File: config.mk
export PLATFORM = sky130hd
export DESIGN_NAME = writeback_unit
export DESIGN_NICKNAME = d
export VERILOG_FILES = /design/src/rtl/writeback_unit_pkg.sv /design/src/rtl/writeback_unit_load_align_ext.sv /design/src/rtl/writeback_unit.sv
export SDC_FILE = /design/constraint.sdc
export NUM_CORES = 1
export LEC_CHECK = 0
export ABC_AREA = 1
export CELL_PAD_IN_SITES_DETAIL_PLACEMENT = 1
export CELL_PAD_IN_SITES_GLOBAL_PLACEMENT = 2
export CORE_ASPECT_RATIO = 0.6
export CORE_MARGIN = 1
export CORE_UTILIZATION = 22
export CTS_BUF_LIST = sky130_fd_sc_hd__clkbuf_8
export CTS_CLUSTER_SIZE = 40
export DETAILED_ROUTE_END_ITERATION = 16
export MAX_ROUTING_LAYER = met4
export PLACE_DENSITY_LB_ADDON = 0.3
export SYNTH_ARGS = -nofsm -noshare
export SYNTH_HDL_FRONTEND = slang
export SYNTH_HIERARCHICAL = 1
export SYNTH_SLANG_ARGS = --single-unit
File: constraint.sdc
create_clock -name clk -period 2.22 [get_ports clk]
set_input_delay 0.555 -clock clk [delete_from_list [all_inputs] [get_ports clk]]
set_output_delay 0.555 -clock clk [all_outputs]
set_load 0.01 [all_outputs]
File: src/rtl/writeback_unit_pkg.sv
// -----------------------------------------------------------------------------
// writeback_unit_pkg
// Shared encodings for the writeback stage: writeback-source select codes,
// load funct3 codes, FSM state encodings and the latched-instruction record.
// No ports (package).
// -----------------------------------------------------------------------------
package writeback_unit_pkg;

   // Writeback source select
   localparam logic [1:0] WB_ALU  = 2'b00;
   localparam logic [1:0] WB_MEM  = 2'b01;
   localparam logic [1:0] WB_PC4  = 2'b10;
   localparam logic [1:0] WB_NONE = 2'b11;

   // Load funct3 codes
   localparam logic [2:0] F3_LB  = 3'b000;
   localparam logic [2:0] F3_LH  = 3'b001;
   localparam logic [2:0] F3_LW  = 3'b010;
   localparam logic [2:0] F3_LBU = 3'b100;
   localparam logic [2:0] F3_LHU = 3'b101;

   // FSM state encodings
   localparam logic [1:0] ST_IDLE     = 2'b00;
   localparam logic [1:0] ST_WAIT_MEM = 2'b01;
   localparam logic [1:0] ST_COMMIT   = 2'b10;

   // Instruction fields captured on accept
   typedef struct packed {
      logic [4:0] rd;
      logic [1:0] wb_sel;
      logic [2:0] funct3;
      logic [1:0] addr_lsb;
   } wb_fields_t;

endpackage : writeback_unit_pkg

File: src/rtl/writeback_unit_load_align_ext.sv
// -----------------------------------------------------------------------------
// load_align_ext
// Purely combinational load lane select, sign/zero extension and load error
// detection (misaligned half/word or unsupported funct3).
// Ports:
//   rdata    in  32  little-endian memory read word
//   funct3   in  3   load type
//   addr_lsb in  2   byte offset within the word
//   data     out 32  extracted, extended load value (0 when in error)
//   err      out 1   load is misaligned or illegal
// -----------------------------------------------------------------------------
module load_align_ext
   import writeback_unit_pkg::*;
(
   input  logic [31:0] rdata,
   input  logic [2:0]  funct3,
   input  logic [1:0]  addr_lsb,
   output logic [31:0] data,
   output logic        err
);

   logic [7:0]  byte_s;
   logic [15:0] half_s;

   // Byte and halfword lane selection from the byte offset
   always_comb begin
      byte_s = 8'h00;
      case (addr_lsb)
         2'd0:    byte_s = rdata[7:0];
         2'd1:    byte_s = rdata[15:8];
         2'd2:    byte_s = rdata[23:16];
         2'd3:    byte_s = rdata[31:24];
         default: byte_s = 8'h00;
      endcase
      if (addr_lsb[1]) begin
         half_s = rdata[31:16];
      end else begin
         half_s = rdata[15:0];
      end
   end

   // Extension per load type; misaligned or unknown loads report err with data 0
   always_comb begin
      data = 32'h0000_0000;
      err  = 1'b0;
      case (funct3)
         F3_LB:  data = {{24{byte_s[7]}}, byte_s};
         F3_LBU: data = {24'h00_0000, byte_s};
         F3_LH: begin
            if (addr_lsb[0]) begin
               err = 1'b1;
            end else begin
               data = {{16{half_s[15]}}, half_s};
            end
         end
         F3_LHU: begin
            if (addr_lsb[0]) begin
               err = 1'b1;
            end else begin
               data = {16'h0000, half_s};
            end
         end
         F3_LW: begin
            if (addr_lsb != 2'b00) begin
               err = 1'b1;
            end else begin
               data = rdata;
            end
         end
         default: err = 1'b1;
      endcase
   end

endmodule : load_align_ext

File: src/rtl/writeback_unit.sv
// -----------------------------------------------------------------------------
// writeback_unit
// Retire stage: accepts one instruction per cycle, waits for the memory
// response on loads, then commits the register-file write for one cycle.
// Ports:
//   clk, rst_n          clock, async active-low reset
//   in_valid/in_ready   upstream handshake
//   in_rd, in_wb_sel, in_funct3, in_addr_lsb, in_alu_result, in_pc_plus4
//                       retiring instruction fields
//   mem_rvalid/mem_rdata data-memory read response
//   rf_we, rf_rd, rf_write_data  register-file write port
//   retire, load_err    per-instruction completion / load error pulses
// All pulse outputs and write data are registered.
// -----------------------------------------------------------------------------
module writeback_unit
   import writeback_unit_pkg::*;
(
   input  logic        clk,
   input  logic        rst_n,
   input  logic        in_valid,
   output logic        in_ready,
   input  logic [4:0]  in_rd,
   input  logic [1:0]  in_wb_sel,
   input  logic [2:0]  in_funct3,
   input  logic [1:0]  in_addr_lsb,
   input  logic [31:0] in_alu_result,
   input  logic [31:0] in_pc_plus4,
   input  logic        mem_rvalid,
   input  logic [31:0] mem_rdata,
   output logic        rf_we,
   output logic [4:0]  rf_rd,
   output logic [31:0] rf_write_data,
   output logic        retire,
   output logic        load_err
);

   logic [1:0]  state_q, state_d;
   wb_fields_t  fields_q, fields_d;
   logic [31:0] data_q, data_d;
   logic        rf_we_q, rf_we_d;
   logic        retire_q, retire_d;
   logic        load_err_q, load_err_d;

   logic        accept_s;
   logic [31:0] wb_data_s;
   logic [31:0] ld_data_s;
   logic        ld_err_s;

   // Extraction works on the latched load fields, not the live inputs
   load_align_ext u_load_align_ext (
      .rdata    (mem_rdata),
      .funct3   (fields_q.funct3),
      .addr_lsb (fields_q.addr_lsb),
      .data     (ld_data_s),
      .err      (ld_err_s)
   );

   // Handshake and non-load writeback data select
   always_comb begin
      in_ready = (state_q != ST_WAIT_MEM);
      accept_s = in_valid & in_ready;
      wb_data_s = 32'h0000_0000;
      case (in_wb_sel)
         WB_ALU:  wb_data_s = in_alu_result;
         WB_PC4:  wb_data_s = in_pc_plus4;
         default: wb_data_s = 32'h0000_0000;
      endcase
   end

   // Next-state and next-output logic; pulses are computed one cycle ahead
   // so they appear registered during COMMIT
   always_comb begin
      state_d    = state_q;
      fields_d   = fields_q;
      data_d     = data_q;
      rf_we_d    = 1'b0;
      retire_d   = 1'b0;
      load_err_d = 1'b0;
      case (state_q)
         ST_IDLE, ST_COMMIT: begin
            if (accept_s) begin
               fields_d.rd       = in_rd;
               fields_d.wb_sel   = in_wb_sel;
               fields_d.funct3   = in_funct3;
               fields_d.addr_lsb = in_addr_lsb;
               if (in_wb_sel == WB_MEM) begin
                  state_d = ST_WAIT_MEM;
               end else begin
                  state_d  = ST_COMMIT;
                  data_d   = wb_data_s;
                  retire_d = 1'b1;
                  rf_we_d  = (in_rd != 5'd0) && (in_wb_sel != WB_NONE);
               end
            end else begin
               state_d = ST_IDLE;
            end
         end
         ST_WAIT_MEM: begin
            if (mem_rvalid) begin
               state_d    = ST_COMMIT;
               data_d     = ld_data_s;
               retire_d   = 1'b1;
               load_err_d = ld_err_s;
               rf_we_d    = (fields_q.rd != 5'd0) && !ld_err_s;
            end else begin
               state_d = ST_WAIT_MEM;
            end
         end
         default: state_d = ST_IDLE;
      endcase
   end

   // State and output registers; async reset discards any pending instruction
   always_ff @(posedge clk or negedge rst_n) begin
      if (!rst_n) begin
         state_q    <= ST_IDLE;
         fields_q   <= '0;
         data_q     <= 32'h0000_0000;
         rf_we_q    <= 1'b0;
         retire_q   <= 1'b0;
         load_err_q <= 1'b0;
      end else begin
         state_q    <= state_d;
         fields_q   <= fields_d;
         data_q     <= data_d;
         rf_we_q    <= rf_we_d;
         retire_q   <= retire_d;
         load_err_q <= load_err_d;
      end
   end

   assign rf_we         = rf_we_q;
   assign retire        = retire_q;
   assign load_err      = load_err_q;
   assign rf_rd         = fields_q.rd;
   assign rf_write_data = data_q;

endmodule : writeback_unit

==> metrics.md, run 1 <==
| Metric | Value |
|---|---|
| Mapped Nets | `732` |
| Clock Pin Slew Worst Setup and Hold Paths | `0.10 ns` |
| GRT Total Usage | `0.194` |
| Mux contribution to synthesized area | `0` |
| Crit Reg-Reg Endpoint | `rf_write_data[8]` |
| Max VDD drop | `between 0.15 and 0.2 mV` |
| ANT cells | `0` |
| Register area share after synthesis | `0.303` |
| Cell leakage power | `approximately 2.8 nW` |
| Synth Area in Simple Gates | `0.553` |
| Nets | `872` |
| Hold/Removal Path Class | `in -> async` |
| Post-synthesis xor/xnor area fraction | `0` |
| Crit path time final | `1.96 ns` |
| Post-CTS Setup Repair Bufs | `0` |
| CTS Buf Count | `5` |
| Required time worst endpoint | `2.47 ns` |
| Overall Power | `3.25 mW` |
| Crit. End Element | `flop` |
| Resize count post-CTS | `0` |
| Routed WL per cell | `about 17 um` |
| Setup TNS | `0 ns` |
| CTS H-tree depth | `2` |
| Syn-to-layout area delta | `50.2%` |
| Primary FF master, synth | `dfrtp_1` |
| R2R Path Start | `fields_q[3]` |
| Critical path peak fanout | `17` |
| IO buf count | `152` |
| CP Buf/Inv Count | `2` |
| Outcome | `finished clean` |
| Max Freq | `511 MHz` |
| CP Data Arrival Time | `2.21 ns` |
| Kind of critical path | `reg -> reg` |
| Setup ws final | `~0.26 ns` |
| Top cell type's share of synthesized area | `0.303` |
| Final core utilization | `0.345` |
| Reg2reg setup slack | `0.26 ns` |
| Place WS | `approximately 0.0022 ns` |
| DRC errors left | `0` |
| Worst skew pair latency | `0.31 ns` |
| Cell taking the most area after synthesis | `dfrtp_1` |
| Dpl cell area | `5590 um^2` |
| Power Density | `571 nW/um^2` |
| CP cell instances | `inv_2 -> nand2_2 -> nor2_4 -> inv_1 -> nor2_1 -> nor2_1 -> nand2_1 -> or2_0 -> nand3_1 -> nand2_1` |
| CTS tree | `yes` |
| Ranking of synthesized cells by area | `dfrtp_1 (30%), nand3_1 (21%), nand2_1 (21%)` |
| Drt pass-1 iters | `4` |
| Critical path's top delay family | `simple AND/OR/NAND/NOR gates` |
| RSZ-0062 raised after global routing | `no` |
| Initial core utilization | `0.229` |
| Inst Count DP | `slightly below 1000` |
| Share of layout cells above drive strength 1 | `0.0683` |
| Grt ovf | `0` |
| EDFF count, synth | `0` |
| Chip Width | `172 um` |
| Cell row count | `36` |
| Worst setup SP type | `flop` |
| Post-DP HPWL | `approximately 13000 um` |
| Main combinational cell family by area after synthesis | `simple AND/OR/NAND/NOR gates` |
| Hold Fails Final Rpt | `0` |
| Core area | `16500 um^2` |
| CP max stage cell | `dfrtp_1` |
| ANT nets after route | `0` |
| Async set or reset register ratio after synthesis | `1.00` |
| Max Slew Vio Count | `0` |
| Mean Syn Cell Area | `~6 um^2` |
| Worst slew pin tran | `0.637 ns` |
| #FFs+latches synth | `46` |
| Clock Skew | `0.00550 ns` |
| Worst-case clock buffer depth | `2` |
| Die Ht | `104 um` |
| Top post-synthesis cells by count | `nand2_1 (210), nand3_1 (159), dfrtp_1 (46)` |
| Count leader, synth | `nand2_1` |
| Vias in the first global route | `4640` |
| Root buf cell | `clkbuf_8` |
| Antenna violations before repair | `0` |
| Number of unique standard cell types used by synthesis | `22` |
| Synth Area in Adders | `0` |
| Worst r2r path cells | `10` |
| Io pins | `approximately 150` |
| GP Congestion | `about 0.84` |
| Max Cap Violations | `0` |
| Largest net degree at the start of global routing | `67` |
| Vias/cell | `~4.7` |
| First-pass GRT wire length | `around 26000 um` |
| Synth Area in Compound Gates | `0.0402` |
| Hold Buf Count CTS | `0` |
| Fin area | `5700 um^2` |
| Die area | `17800 um^2` |
| # setup viols final | `0` |
| Vias | `about 4600` |
| Post-synthesis cell count | `620` |
| Critical Path Max Stage Delay | `0.43 ns` |
| Clock sink count | `between 40 and 50` |
| Mapped Area | `3790 um^2` |
| Worst slew margin relative to its limit | `0.575` |
| Finished Layout Cells | `~1000` |
| Final period util | `0.882` |
| First DRT Iteration DRCs | `240` |
| Syn. warnings | `6` |
| Final hold slack | `0.344 ns` |
| Drt total wl | `16600 um` |
registers in the layout (all words and copies together), names as in the netlist:
register       flops
rf_write_data     32
fields_q           5
rf_rd              5
load_err           1
retire             1
rf_we              1
state_q            1
cell usage in the layout (no fill, tap or decap), drive strengths merged:
cell           synthesis  routed
nand2                217     217
clkdlybuf4s50          0     151
or2                   32      32
inv                   34      35
o21ai                  8       8
nor3                   2       2
clkinv                 0       1
nor2                  46      46
nand4                  8       8
nand3                159     159
clkbuf                14       5
dfrtp                 46      46
bufinv                 0       1
a21oi                 21      21
buf                   32      28
o211ai                 1       1
cell type report:
type,count,area [um^2]
tap,228,285
clock buffer,5,68.8
fill,2112,10800
timing repair buffer,179,1770
clock inverter,3,43.8
sequential,46,1150
multi-input combinational,494,2250
inverter,34,128
worst max path at each step:
stage | cells past startpoint | end | slack [ns] | start
floorplan | 11 | rf_write_data[16] | 0.68 | fields_q[1]
global placement | 10 | rf_write_data[10] | 0.06 | mem_rdata[26]
detailed placement | 9 | rf_write_data[27] | 0.002 | mem_rdata[15]
CTS | 10 | rf_write_data[8] | 0.24 | fields_q[3]
global route | 10 | rf_write_data[8] | 0.005 | fields_q[3]
finish | 10 | rf_write_data[8] | 0.26 | fields_q[3]
worst reg2reg max path, stage by stage, from the launching register on:
cell and delay, ns:
dfrtp_1 0.43, inv_2 0.16, nand2_2 0.16, nor2_4 0.36, inv_1 0.22, nor2_1 0.16
nor2_1 0.09, nand2_1 0.07, or2_0 0.11, nand3_1 0.08, nand2_1 0.06
routing by layer:
| layer | wire length (um) | global-route usage | part of all wire | vias up |
|---|---|---|---|---|
| met4 | 26 | 0.0172 | 0.0016 | 0 |
| met3 | 1060 | 0.0298 | 0.064 | 2 |
| met2 | 6590 | 0.271 | 0.40 | 138 |
| li1 | - | - | - | 2271 |
| met5 | 0 | - | 0 | - |
| met1 | 8940 | 0.298 | 0.54 | 2205 |
logic make-up after synthesis:
| logic type | count (synthesis) |
|---|---|
| DFF | 46 |
| buffers and inverters | 80 |
| AOI/OAI and AO/OA | 30 |
| and+or+nand+nor | 464 |
power breakdown:
group / switching [mW] / internal [mW]
Combinational: 0.814 / 0.693
Sequential: 0.0969 / 0.977
Clock: 0.334 / 0.339
Total: 1.25 / 2.01
Power figures use the tool's default switching activity.
==> inputs of run 2 (changes only) <==
--- a/config.mk
+++ b/config.mk
@@ -14,3 +14,2 @@
 export CTS_BUF_LIST = sky130_fd_sc_hd__clkbuf_8
-export CTS_CLUSTER_SIZE = 40
 export DETAILED_ROUTE_END_ITERATION = 16
--- a/constraint.sdc
+++ b/constraint.sdc
@@ -3,2 +3,2 @@
 set_output_delay 0.555 -clock clk [all_outputs]
-set_load 0.01 [all_outputs]
+set_load 0.02 [all_outputs]
==> results of run 2 <==
The final DEF is identical to that of run 1. Status: finished clean.
Main changes from that run: setup slack after layout 0.262 ns -> 0.202 ns; start point of the critical path fields_q[3] -> state_q[0]; end point of the critical path rf_write_data[8] -> in_ready; total power 3.25 mW -> 3.35 mW
==> inputs of run 3 (changes only) <==
Settings changed: CORE_ASPECT_RATIO 0.6 to 1.4.
==> run 3 against run 2 <==
Net effect: global-route usage down 0.48 points; largest power group unchanged; flip-flop and latch count unchanged; first-iteration DRC count down 17%; fmax about the same; highest routed layer unchanged; largest cell class unchanged; sequential share of layout area up 0.29 points; power down 3.3%; sequential power about the same; clock power down 9.7%.
==> metrics.md, run 3 (synthesized netlist as in run 1, its figures left out) <==
| Metric | Value |
|---|---|
| First-pass GRT wire length | `25400 um (was 26200 um)` |
| Clk pwr share | `0.187 (was 0.201)` |
| Max Freq | `496 MHz (about the same)` |
| Share of layout cells above drive strength 1 | `0.0634 (was 0.0683)` |
| Worst setup SP type | `flop (unchanged)` |
| Worst slew pin tran | `0.647 ns (was 0.637 ns)` |
| ANT cells | `0 (unchanged)` |
| CTS Buf Count | `5 (unchanged)` |
| Fin area | `5620 um^2 (was 5700 um^2)` |
| Io pins | `153 (unchanged)` |
| Pint | `1.94 mW (was 2.01 mW)` |
| Net Switching | `1.30 mW (was 1.35 mW)` |
| Post-DP HPWL | `12600 um (was 13400 um)` |
| Root buf cell | `clkbuf_8 (unchanged)` |
| CTS tree | `yes (unchanged)` |
| Worst-case clock buffer depth | `2 (unchanged)` |
| Drt total wl | `16300 um (was 16600 um)` |
| Hold/Removal Path Class | `in -> async (unchanged)` |
| Commonest non-fill, non-tap cell in the layout | `nand2_1 (unchanged)` |
| Drt pass-1 iters | `4 (unchanged)` |
| Logic pwr share | `0.481 (was 0.479)` |
| Cell leakage power | `2.73 nW (was 2.75 nW)` |
| Clock Pin Slew Worst Setup and Hold Paths | `0.09 ns (was 0.10 ns)` |
| Cell row count | `56 (was 36)` |
| Routed WL per cell | `17.0 um (was 16.8 um)` |
| Dpl cell area | `5510 um^2 (was 5590 um^2)` |
| Syn-to-layout area delta | `48.1% (was 50.2%)` |
| Die Ht | `157 um (was 104 um)` |
| Clock Skew | `0.00354 ns (was 0.00550 ns)` |
| Crit path time final | `2.02 ns (about the same)` |
| Critical path peak fanout | `4 (unchanged)` |
| Vias | `4553 (was 4616)` |
| Max Slew Vio Count | `0 (unchanged)` |
| IO buf count | `152 (unchanged)` |
| # setup viols final | `0 (unchanged)` |
| Chip Width | `113 um (was 172 um)` |
| DRC errors left | `0 (unchanged)` |
| Kind of critical path | `reg -> out (unchanged)` |
| Max Cap Violations | `0 (unchanged)` |
| Commonest non-fill, non-tap cells in the layout | `nand2_1 (209), nand3_1 (159), clkdlybuf4s50_1 (151), dfrtp_1 (46), nor2_1 (41) (unchanged)` |
| Grt ovf | `0 (unchanged)` |
| Vias/cell | `4.74 (was 4.67)` |
| Setup TNS | `0 ns (unchanged)` |
| Outcome | `finished clean (unchanged)` |
| Fillers | `2153 (was 2112)` |
| Crit. End Element | `primary output (unchanged)` |
| CTS H-tree depth | `2 (unchanged)` |
| Reg power frac | `0.331 (was 0.320)` |
| Worst skew pair latency | `0.31 ns (about the same)` |
| Antenna violations before repair | `0 (unchanged)` |
| Hold Fails Final Rpt | `0 (unchanged)` |
| Vias in the first global route | `4656 (was 4640)` |
| RSZ-0062 raised after global routing | `no (unchanged)` |
| Hold Buf Count CTS | `0 (unchanged)` |
| Core area | `16800 um^2 (was 16500 um^2)` |
| Clock sink count | `46 (unchanged)` |
| Largest net degree at the start of global routing | `67 (unchanged)` |
| Nets | `868 (was 872)` |
| ANT nets after route | `0 (unchanged)` |
| Max VDD drop | `0.225 mV (was 0.197 mV)` |
| Die area | `17800 um^2 (about the same)` |
| First DRT Iteration DRCs | `199 (was 240)` |
| Sw Share | `0.401 (about the same)` |
| CP Data Arrival Time | `1.46 ns (about the same)` |
| GP Congestion | `0.873 (was 0.844)` |
| Max reg flops | `32 (unchanged)` |
| Worst slew margin relative to its limit | `0.569 (was 0.575)` |
| GRT Total Usage | `0.190 (was 0.194)` |
| Power Density | `577 nW/um^2 (was 589 nW/um^2)` |
| Final period util | `0.908 (was 0.909)` |
| Required time worst endpoint | `1.66 ns (about the same)` |
| Initial core utilization | `0.226 (was 0.229)` |
==> run 3: power by group through the flow <==
| stage | clock [mW] | combinational, mW | sequential [mW] |
|---|---|---|---|
| after global placement | 0 | 1.56 | 1.09 |
| after global routing | 0.657 | 1.71 | 1.10 |
| after CTS | 0.630 | 1.59 | 1.08 |
| after floorplan | 0 | 0.691 | 1.22 |
| after detailed placement | 0 | 1.58 | 1.10 |
| final | 0.608 | 1.56 | 1.08 |
==> run 3: worst max-delay path, cell delays in order, from the launching register on <==
cell and delay [ns]:
dfrtp_1 0.45, nand2_2 0.10, clkdlybuf4s50_1 0.60
==> run 3: final timing paths <==
check	start	end	slack [ns]	depth (start not counted)
setup / recovery	state_q[0]	in_ready	0.20	2
hold / removal	rst_n	rf_rd[0]	0.34	2
setup reg to reg	fields_q[3]	rf_write_data[13]	0.32	10
hold reg to reg	rf_rd[0]	rf_rd[0]	0.51	2
max in group asynchronous	rst_n	rf_write_data[9]	1.45	2
min in group clk	rf_rd[0]	rf_rd[0]	0.51	2
==> run 3: through the flow <==
| step | total power, mW | setup WS, ns | std cells | hold WS [ns] | utilization |
|---|---|---|---|---|---|
| 6_report | 3.24 | 0.203 | 960 | 0.342 | 0.334 |
| 5_1_grt | 3.46 | 0.126 | 960 | 0.377 | 0.334 |
| 4_1_cts | 3.30 | 0.178 | 959 | 0.358 | 0.334 |
| 3_5_place_dp | 2.68 | 0.103 | 951 | 0.495 | 0.327 |
| 3_3_place_gp | 2.65 | 0.126 | 951 | 0.483 | 0.327 |
| 2_1_floorplan | 1.91 | 0.674 | 620 | 0.259 | - |
==> run 3: final cells by class <==
| class | instances | area [um^2] | share of cell area |
|---|---|---|---|
| multi-input cells | 494 | 2250 | 0.401 |
| clock inverters | 1 | 8.76 | 0.00156 |
| flip-flops and latches | 46 | 1150 | 0.205 |
| well taps | 203 | 254 | 0.0452 |
| inverters | 34 | 128 | 0.0227 |
| clock buffers | 7 | 96.3 | 0.0171 |
| repair buffers | 175 | 1730 | 0.307 |
==> run 3: timing repair <==
item / 4_1_cts / 5_1_grt
setup endpoints to repair: 0 / 1
buffers inserted: 0 / 1
gates resized for setup: 0 / 0
==> run 3: routing by layer <==
metal	wire length, um	share of wire	vias up	GRT usage
li1	-	-	2271	-
met1	6750	0.41	2185	0.219
met2	8770	0.54	89	0.350
met3	520	0.032	8	0.0154
met4	231	0.014	0	0.0514
met5	0	0	-	-
